==> src/rtl/lcd_write_arbiter.sv <==
// Two-requester arbiter in front of a single character-LCD write controller:
// round-robin grants, optional burst lock per requester, and a Done timeout.
module lcd_write_arbiter #(
   parameter int unsigned DLY   = 262143,
   parameter int unsigned TMO   = 1000000,
   parameter int unsigned CNT_W = 20
) (
   input  logic       iCLK,
   input  logic       iRST,
   input  logic       iREQ_A,
   input  logic       iRS_A,
   input  logic [7:0] iDATA_A,
   input  logic       iLOCK_A,
   output logic       oACK_A,
   output logic       oERR_A,
   input  logic       iREQ_B,
   input  logic       iRS_B,
   input  logic [7:0] iDATA_B,
   input  logic       iLOCK_B,
   output logic       oACK_B,
   output logic       oERR_B,
   output logic [7:0] mLCD_DATA,
   output logic       mLCD_RS,
   output logic       mLCD_Start,
   input  logic       mLCD_Done,
   output logic       oBUSY,
   output logic       oOWNER
);

   typedef enum logic [1:0] {S_IDLE, S_WAIT_DONE, S_SETTLE, S_ACK} state_t;

   localparam logic [CNT_W-1:0] TMO_LAST = CNT_W'(TMO - 1);
   localparam logic [CNT_W-1:0] DLY_LAST = CNT_W'(DLY - 1);

   state_t           state_q, state_d;
   logic [CNT_W-1:0] cnt_q, cnt_d;
   logic             owner_q, owner_d;
   logic             last_q, last_d;
   logic             lock_q, lock_d;
   logic             err_q, err_d;
   logic             rs_q, rs_d;
   logic [7:0]       data_q, data_d;
   logic             grant, win;

   // While locked only the lock holder (always the last grantee) may win.
   always_comb begin
      grant = 1'b0;
      win   = 1'b0;
      if (lock_q) begin
         grant = owner_q ? iREQ_B : iREQ_A;
         win   = owner_q;
      end else if (iREQ_A && iREQ_B) begin
         grant = 1'b1;
         win   = ~last_q;
      end else if (iREQ_A) begin
         grant = 1'b1;
         win   = 1'b0;
      end else if (iREQ_B) begin
         grant = 1'b1;
         win   = 1'b1;
      end
   end

   always_ff @(posedge iCLK) begin
      if (iRST) begin
         state_q <= S_IDLE;
         cnt_q   <= '0;
         owner_q <= 1'b0;
         last_q  <= 1'b1;
         lock_q  <= 1'b0;
         err_q   <= 1'b0;
         rs_q    <= 1'b0;
         data_q  <= '0;
      end else begin
         state_q <= state_d;
         cnt_q   <= cnt_d;
         owner_q <= owner_d;
         last_q  <= last_d;
         lock_q  <= lock_d;
         err_q   <= err_d;
         rs_q    <= rs_d;
         data_q  <= data_d;
      end
   end

   always_comb begin
      state_d = state_q;
      cnt_d   = cnt_q;
      owner_d = owner_q;
      last_d  = last_q;
      lock_d  = lock_q;
      err_d   = err_q;
      rs_d    = rs_q;
      data_d  = data_q;
      case (state_q)
         S_IDLE: begin
            if (grant) begin
               owner_d = win;
               rs_d    = win ? iRS_B : iRS_A;
               data_d  = win ? iDATA_B : iDATA_A;
               cnt_d   = '0;
               state_d = S_WAIT_DONE;
            end else if (lock_q && !(owner_q ? (iREQ_B || iLOCK_B) : (iREQ_A || iLOCK_A))) begin
               lock_d = 1'b0;
            end
         end
         S_WAIT_DONE: begin
            if (mLCD_Done) begin
               cnt_d   = '0;
               state_d = S_SETTLE;
            end else if (cnt_q == TMO_LAST) begin
               err_d   = 1'b1;
               state_d = S_ACK;
            end else begin
               cnt_d = cnt_q + 1'b1;
            end
         end
         S_SETTLE: begin
            if (cnt_q == DLY_LAST) begin
               state_d = S_ACK;
            end else begin
               cnt_d = cnt_q + 1'b1;
            end
         end
         S_ACK: begin
            last_d  = owner_q;
            lock_d  = owner_q ? iLOCK_B : iLOCK_A;
            err_d   = 1'b0;
            state_d = S_IDLE;
         end
         default: state_d = S_IDLE;
      endcase
   end

   always_comb begin
      mLCD_Start = (state_q == S_WAIT_DONE);
      mLCD_RS    = rs_q;
      mLCD_DATA  = data_q;
      oACK_A     = (state_q == S_ACK) && !owner_q;
      oACK_B     = (state_q == S_ACK) && owner_q;
      oERR_A     = oACK_A && err_q;
      oERR_B     = oACK_B && err_q;
      oBUSY      = (state_q != S_IDLE);
      oOWNER     = owner_q;
   end

endmodule
==> config.mk <==
export PLATFORM = sky130hd
export DESIGN_NAME = lcd_write_arbiter
export DESIGN_NICKNAME = d
export VERILOG_FILES = /design/src/rtl/lcd_write_arbiter.sv
export SDC_FILE = /design/constraint.sdc
export NUM_CORES = 1
export LEC_CHECK = 0
export CORE_AREA = 2 2 88 90
export CTS_CLUSTER_SIZE = 20
export DETAILED_ROUTE_END_ITERATION = 6
export DIE_AREA = 0 0 90 92
export MAX_ROUTING_LAYER = met4
export PLACE_DENSITY_LB_ADDON = 0.25
export SYNTH_ARGS = -nofsm -noshare
export SYNTH_HDL_FRONTEND = slang
export SYNTH_SLANG_ARGS = --single-unit
==> constraint.sdc <==
create_clock -name iCLK -period 4.1 [get_ports iCLK]
set_input_delay 0.615 -clock iCLK [delete_from_list [all_inputs] [get_ports iCLK]]
set_output_delay 0.615 -clock iCLK [all_outputs]
set_load 0.02 [all_outputs]
==> out/metrics.yaml, run 1 <==
status: "finished clean"
r2r_start: "cnt_q[0]"
via_per_inst: 5.445
startpoint_type: "flip-flop"
synth_edf_count: 0
synth_top_area_share_pct: 32.56
grt_util_all_layers_pct: 15.33
postCtsSetupRepairBufs: 0
cp_max_fo: 7
synth_commonest_cells: "35 x dfxtp_1, 23 x nand2_1, 18 x nor2_1"
fmax_mhz: 389.9
synth-async-reset-ratio_pct: 0
slowest_stage: "clkdlybuf4s50_1"
hold_violations: 0
yosysMostFrequentCell: "dfxtp_1"
synth-seq-cells: 35
route.detailed.drc: 0
gp_congestion: 0.8028
cts_buffers: 5
row_count: 32
total_power_w: 0.001408
core-area_um2: 7447
slowest_delay_ps: 620
crit_type: "flip-flop to output pin"
ys_warn_count: 0
path_buf_inv: 2
routed_wl_mm: 5.855
min_period_over_period_pct: 62.55
synth_area_leader_cell: "dfxtp_1"
drtPass1Iterations: 4
cp_data_required_time_ps: 3480
synth_area_leaders: "dfxtp_1 33%, a32o_1 6.0%, mux2i_1 5.6%, a211oi_1 4.5%, nand2_1 4.0%"
setup_tns_ps: 0
area_delta_synth_final_pct: 26.92
die_w_um: 90
numClockSinks: 35
syn_area_um2: 2152
io_buffers: 40
rr_worst_depth: 6
crit_arrival_ps: 1950
skew_ps: 9.739
synthCells: 249
cts.htree.levels: 2
holdCritStartpoint: "last_q"
powerDensity_nw_per_um2: 515.3
grt_start_max_net_pins: 36
synth_seq_area_share_pct: 32.56
wl_per_cell_um: 15.05
drive_gt1_share_pct: 8.362
ys_types: 52
path_cells: "ha_1 -> inv_1 -> nor2_1 -> clkdlybuf4s50_1"
num_antenna_cells: 0
leakage_nw: 0.9544
fp.dieH_um: 92
dr_wl_met2_mm: 2.699
ir_drop_mv: 0.1863
synthFlopType: "dfxtp_1"
highest_layer: "met4"
slew_headroom_pct: 38.53
cts_root_buf: "clkbuf_8"
avgSynthCellArea_um2: 8.643
slew_viol_final: 0
crit_cells: 4
holdPathStages: 1
dr_total_vias: 2118
hold_buffers: 0
clockBufferDepth: 2
clk_latency_ps: 300
path_clk_slew_ps: 80
met3_wirelength_um: 280
worst_pin_slew_ps: 922.0
antenna_found_initial: 0
grt_first_pass_wirelength_mm: 10.08
start_util_pct: 28.90
drt_iter0_drc: 155
hold_path.class: "flip-flop to flip-flop"
dp_hpwl_mm: 3.998
nets: 317
ctsResizeCount: 0
num_io_pins: 41
cap_violations: 0
overflow: 0
dieArea_um2: 8280
rsz0062_at_grt: "false"
ant_nets: 0
cts_tree: "done"
crit_family: "buffers and inverters"
endpoint_kind: "output pin"
finalSetupViolCount: 0
wl_met1_mm: 2.789
fin_crit_ps: 2565
worstSetupStartpoint: "state_q[0]"
synth_nets: 280
grt_pass1_vias: 2080
flip-flops by register name (all words and copies together) (netlist names):
signal and cells:
mLCD_DATA 8, err_q 1, cnt_q 20, mLCD_RS 1
last_q 1, lock_q 1, state_q 2, oOWNER 1
through the flow:
stage	std cells	setup slack, ps	area, µm²	util (%)	hold WS [ps]
3_5_place_dp	381	1398	2643	35.48	455.3
4_1_cts	389	1526	2731	36.68	476.4
3_3_place_gp	381	1458	2643	35.48	447.6
2_1_floorplan	249	2080	2152	-	431.0
6_report	389	1535	2731	36.68	466.5
5_1_grt	389	1374	2731	36.68	490.6
kinds of logic (layout without fill, tap and decap cells):
group,after synthesis,count (layout),synth area share [%]
AOI/OAI and AO/OA,67,67,26.57
adders and majority gates,6,6,3.488
muxes,12,12,5.582
and+or+nand+nor,104,104,26.57
buffers and inverters,25,63,5.232
DFF,35,35,32.56
report_power, final:
group,switching (W),internal (W)
Combinational,0.000403,0.000304
Sequential,0.0000429,0.000398
Clock,0.000142,0.000118
Total,0.000588,0.000820
placed cells by master (no fill, tap or decap), types with 3 or more instances in the layout:
cell type / count
nor3b_1: 3
nand3_1: 13
or4_1: 3
a211oi_1: 13
clkbuf_8: 5
nor4_1: 5
dfxtp_1: 35
o211ai_1: 7
o21ai_0: 6
clkdlybuf4s50_1: 40
nor2_1: 18
mux2i_1: 12
nand4_1: 5
inv_1: 9
ha_1: 6
nor3_1: 12
buf_4: 5
and3_1: 3
a21oi_1: 4
nand2_1: 23
and4_1: 3
a32o_1: 13
a31oi_1: 3
worst reg2reg max path: stages (launching register included):
cell,delay (ps)
dfxtp_1,360
ha_1,250
nand3_1,200
nor4_2,110
a21oi_2,740
o211ai_1,210
a32o_1,320
cell type report:
cell class / instances / area [µm²]
flip-flops and latches: 35 / 700.7
repair buffers: 45 / 437.9
fillers: 774 / 4716
well taps: 102 / 127.6
clock inverters: 3 / 20.02
multi-input cells: 189 / 1339
inverters: 10 / 37.54
clock buffers: 5 / 68.82
layer usage:
layer	GRT usage, %	vias to the layer above
li1	-	1050
met1	19.28	1009
met2	24.37	52
met3	3.533	7
met4	5.256	0
met5	-	-
worst paths after layout:
check,end,slack (ps)
min,last_q,470
min reg2reg,last_q,470
max,oACK_B,1540
max reg2reg,cnt_q[15],1790
Power figures use the tool's default switching activity.
==> run 2, diff against run 1 <==
- clock period: 4.1 -> 2.5 ns (I/O delays scaled with it)
==> run 2 against run 1 <==
  * Global-route usage down 0.12 points
  * Register-to-register slack lost 1600 ps
  * Largest cell class unchanged
  * Die area is the same
  * Sequential power is 63% higher
==> out/metrics.yaml, run 2 (synthesized netlist as in run 1, its figures left out) <==
status: "finished clean"
cp_max_fo: 7
crit_arrival_ps: 1960
fin_area_um2: 2768
die_w_um: 90
crit_type: "flip-flop to output pin"
gp_congestion: 0.8270
min_period_over_period_pct: 93.28
endpoint_kind: "output pin"
r2r_start: "cnt_q[8]"
final_util_pct: 37.16
cts_root_buf: "clkbuf_8"
drtPass1Iterations: 4
io_buffers: 40
fp.dieH_um: 92
rr_worst_depth: 5
largest_register: "cnt_q"
holdCritStartpoint: "last_q"
routed_wl_mm: 5.934
cts_buffers: 5
fmax_mhz: 428.8
grt_util_all_layers_pct: 15.22
dr_total_vias: 2141
grt_pass1_vias: 2058
grt_first_pass_wirelength_mm: 10.01
overflow: 0
hold_path.class: "flip-flop to flip-flop"
leakage_nw: 0.9764
hold_violations: 0
power_switching_w: 0.0009562
postCtsSetupRepairBufs: 0
cp_data_required_time_ps: 2120
core-area_um2: 7447
finalSetupViolCount: 0
wl_per_cell_um: 15.06
clkPwrFrac_pct: 17.2
clockBufferDepth: 2
slew_headroom_pct: 36.53
via_per_inst: 5.434
whs_endpoint: "last_q"
grt_start_max_net_pins: 35
powerDensity_nw_per_um2: 844.1
p_int_w: 0.001380
drt_iter0_drc: 151
nets: 322
pwr-share-seq_pct: 30.9
num_antenna_cells: 0
cts_tree: "done"
area_delta_synth_final_pct: 28.60
path_clk_slew_ps: 70
rsz0062_at_grt: "false"
setup_tns_ps: 0
cap_violations: 0
place_area_um2: 2680
ant_nets: 0
worst_pin_slew_ps: 952.1
fill_cells: 792
row_count: 32
antenna_found_initial: 0
ir_drop_mv: 0.3118
layout_common_cells: "40 x clkdlybuf4s50_1, 35 x dfxtp_1, 23 x nand2_1"
combPwrFrac_pct: 51.9
startpoint_type: "flip-flop"
skew_ps: 8.612
fin_crit_ps: 2332
num_io_pins: 41
largest_register_ffs: 20
slew_viol_final: 0
dp_hpwl_mm: 4.065
cts.htree.levels: 2
r2r-end: "cnt_q[16]"
start_util_pct: 28.90
dieArea_um2: 8280
numClockSinks: 35
p_sw_share_pct: 40.93
rrSetupSlack_ps: 230
holdPathStages: 1
layout_commonest_cell: "clkdlybuf4s50_1"
drive_gt1_share_pct: 9.247
route.detailed.drc: 0
clk_latency_ps: 290
==> run 2: worst max-delay path: stages (launching register included) <==
cell	delay, ps
dfxtp_1	380
ha_1	330
inv_1	170
nor2_1	160
clkdlybuf4s50_1	620
==> run 2: cell type report <==
class / instances / area, µm² / area share (%)
timing repair buffer: 50 / 475.5 / 17.18
inverter: 10 / 37.54 / 1.356
tap: 102 / 127.6 / 4.611
clock buffer: 7 / 76.32 / 2.758
multi-input combinational: 189 / 1345 / 48.60
clock inverter: 1 / 5.005 / 0.1808
sequential: 35 / 700.7 / 25.32
==> run 2: routing by layer <==
layer  routed length (µm)  share of wire [%]  GRT usage (%)
met5                    0                  0              -
met4                   93                1.6          5.128
met3                  326                5.5          3.369
met2                 2622                 44          23.18
met1                 2892                 49          20.07
==> run 2: stage by stage <==
step	worst slack, ps	hold slack [ps]	std cells	total power (W)
finish	168.0	465.7	394	0.002336
floorplan	479.7	431.0	249	0.001534
detailed placement	-111.8	447.9	386	0.001935
global placement	-122.7	447.3	386	0.001928
global route	18.88	496.0	394	0.002521
CTS	159.1	466.0	394	0.002345
==> run 2: worst max-delay path by stage <==
stage | start | to | slack [ps] | cells past startpoint
floorplan | state_q[0] | cnt_q[9] | 480 | 8
global placement | iREQ_B | cnt_q[18] | -120 | 6
detailed placement | iREQ_B | cnt_q[19] | -110 | 6
CTS | state_q[1] | oACK_B | 160 | 4
global route | state_q[1] | cnt_q[17] | 20 | 7
finish | state_q[0] | oACK_B | 170 | 4
==> run 2: power by group through the flow <==
stage / sequential [W] / clock (W) / combinational [W]
2_1_floorplan: 0.000795 / 0 / 0.000739
3_3_place_gp: 0.000734 / 0 / 0.00119
3_5_place_dp: 0.000735 / 0 / 0.00120
4_1_cts: 0.000723 / 0.000415 / 0.00121
5_1_grt: 0.000736 / 0.000442 / 0.00134
6_report: 0.000721 / 0.000403 / 0.00121
==> run 2: timing repair <==
item	4_1_cts	5_1_grt
gates resized for setup	0	1
hold buffers	0	0
endpoints found under the setup margin	0	7
==> run 3, diff against run 2 <==
- CORE_AREA: 2 2 88 90 -> 2 2 68 70
- DIE_AREA: 0 0 90 92 -> 0 0 70 72
==> run 3 against run 2 <==
  * Critical path depth unchanged
  * Clock skew shrank 2.8 ps
  * Sequential cell count unchanged
  * Critical path type unchanged
  * Highest routed layer unchanged
==> out/metrics.yaml, run 3 (synthesized netlist as in run 1, its figures left out) <==
num_io_pins: 41
fin_cells: 340
powerDensity_nw_per_um2: 884.0
postCtsSetupRepairBufs: 0
path_clk_slew_ps: 70
hold_path.class: "flip-flop to flip-flop"
die_w_um: 70
largest_register: "cnt_q"
io_buffers: 40
place_inst: 332
num_antenna_cells: 0
antenna_found_initial: 0
route.detailed.drc: 0
ant_nets: 0
cts_root_buf: "clkbuf_8"
slew_headroom_pct: 37.59
nets: 318
leakage_nw: 0.9658
grt_start_max_net_pins: 35
place_area_um2: 2587
pwr-share-seq_pct: 30.4
dr_total_vias: 2183
multi_input_area_um2: 1345
crit_type: "flip-flop to output pin"
fill_cells: 376
core-area_um2: 4264
wl_per_cell_um: 16.71
dieArea_um2: 5040
drt_iter0_drc: 272
final_util_pct: 63.17
grt_pass1_vias: 2011
post-place-ws_ps: -61.98
dr_wl_met2_mm: 2.709
start_util_pct: 50.47
overflow: 0
grt_util_all_layers_pct: 24.07
largest_register_ffs: 20
worst_pin_slew_ps: 936.1
cts.htree.levels: 2
ir_drop_mv: 0.4837
met3_wirelength_um: 314
numClockSinks: 35
fin_crit_ps: 2333
rsz0062_at_grt: "false"
row_count: 24
dp_hpwl_mm: 3.933
ctsResizeCount: 0
endpoint_kind: "output pin"
cp_data_required_time_ps: 2120
layout_common_cells: "40 x clkdlybuf4s50_1, 35 x dfxtp_1, 23 x nand2_1"
routed_wl_mm: 5.682
gp_congestion: 0.8744
crit_arrival_ps: 1960
via_per_inst: 6.421
cts_tree: "done"
combPwrFrac_pct: 50.6
status: "finished clean"
fin_ws_ps: 167.4
p_sw_share_pct: 40.51
grt_first_pass_wirelength_mm: 9.591
p_int_w: 0.001417
clockBufferDepth: 2
drtPass1Iterations: 4
clkPwrFrac_pct: 19.1
drive_gt1_share_pct: 8.333
regArea_um2: 700.7
cts_buffers: 5
finalSetupViolCount: 0
layout_commonest_cell: "clkdlybuf4s50_1"
slew_viol_final: 0
hold_violations: 0
hold_buffers: 0
startpoint_type: "flip-flop"
fin_area_um2: 2694
cap_violations: 0
cp_max_fo: 7
total_power_w: 0.002381
min_period_over_period_pct: 93.31
wl_met1_mm: 2.623
skew_ps: 5.838
clk_latency_ps: 280
fmax_mhz: 428.7
fp.dieH_um: 72
power_switching_w: 0.0009647
highest_layer: "met4"
area_delta_synth_final_pct: 25.17
## run 3: changes by cell type in the layout (fill, tap and decap cells not counted), sizes merged
cell | before | now
buf | 10 | 6
clkbuf | 7 | 8
clkinv | 2 | 1
## run 3: routing by layer
| metal | global-route usage [%] | up-vias |
|---|---|---|
| met3 | 5.694 | 4 |
| li1 | - | 1058 |
| met2 | 37.78 | 70 |
| met1 | 31.96 | 1051 |
| met5 | - | - |
| met4 | 5.128 | 0 |
## run 3: metrics by stage
step                      hold slack (ps)  setup TNS (ps)
after global routing                515.0               0
after detailed placement            471.7          -786.4
final                               489.5               0
after floorplan                     431.0               0
after global placement              460.7          -104.0
after CTS                           487.6               0
## run 3: final timing paths
path                                 start         to  slack [ps]  cells past startpoint
worst min-delay path                last_q     last_q         490                      1
worst min register to register      last_q     last_q         490                      1
worst max register to register  state_q[1]  cnt_q[17]         210                      7
worst max-delay path            state_q[0]     oACK_B         170                      4
## run 3: worst max-delay path: stages, from the launching register on
cell             delay [ps]
dfxtp_1                 390
ha_1                    350
inv_1                   160
nor2_1                  150
clkdlybuf4s50_1         620
## run 3: power by group through the flow
stage	Combinational [W]	Clock (W)	Sequential [W]
after floorplan	0.000739	0	0.000795
after global placement	0.00115	0	0.000733
after detailed placement	0.00118	0	0.000737
after CTS	0.00119	0.000459	0.000724
after global routing	0.00132	0.000483	0.000739
final	0.00120	0.000454	0.000723
## run 3: layout make-up
type                       instances  area share [%]
timing repair buffer              46           16.54
tap                               52           2.415
inverter                          10           1.393
multi-input combinational        189           49.93
sequential                        35           26.01
clock buffer                       8           3.716
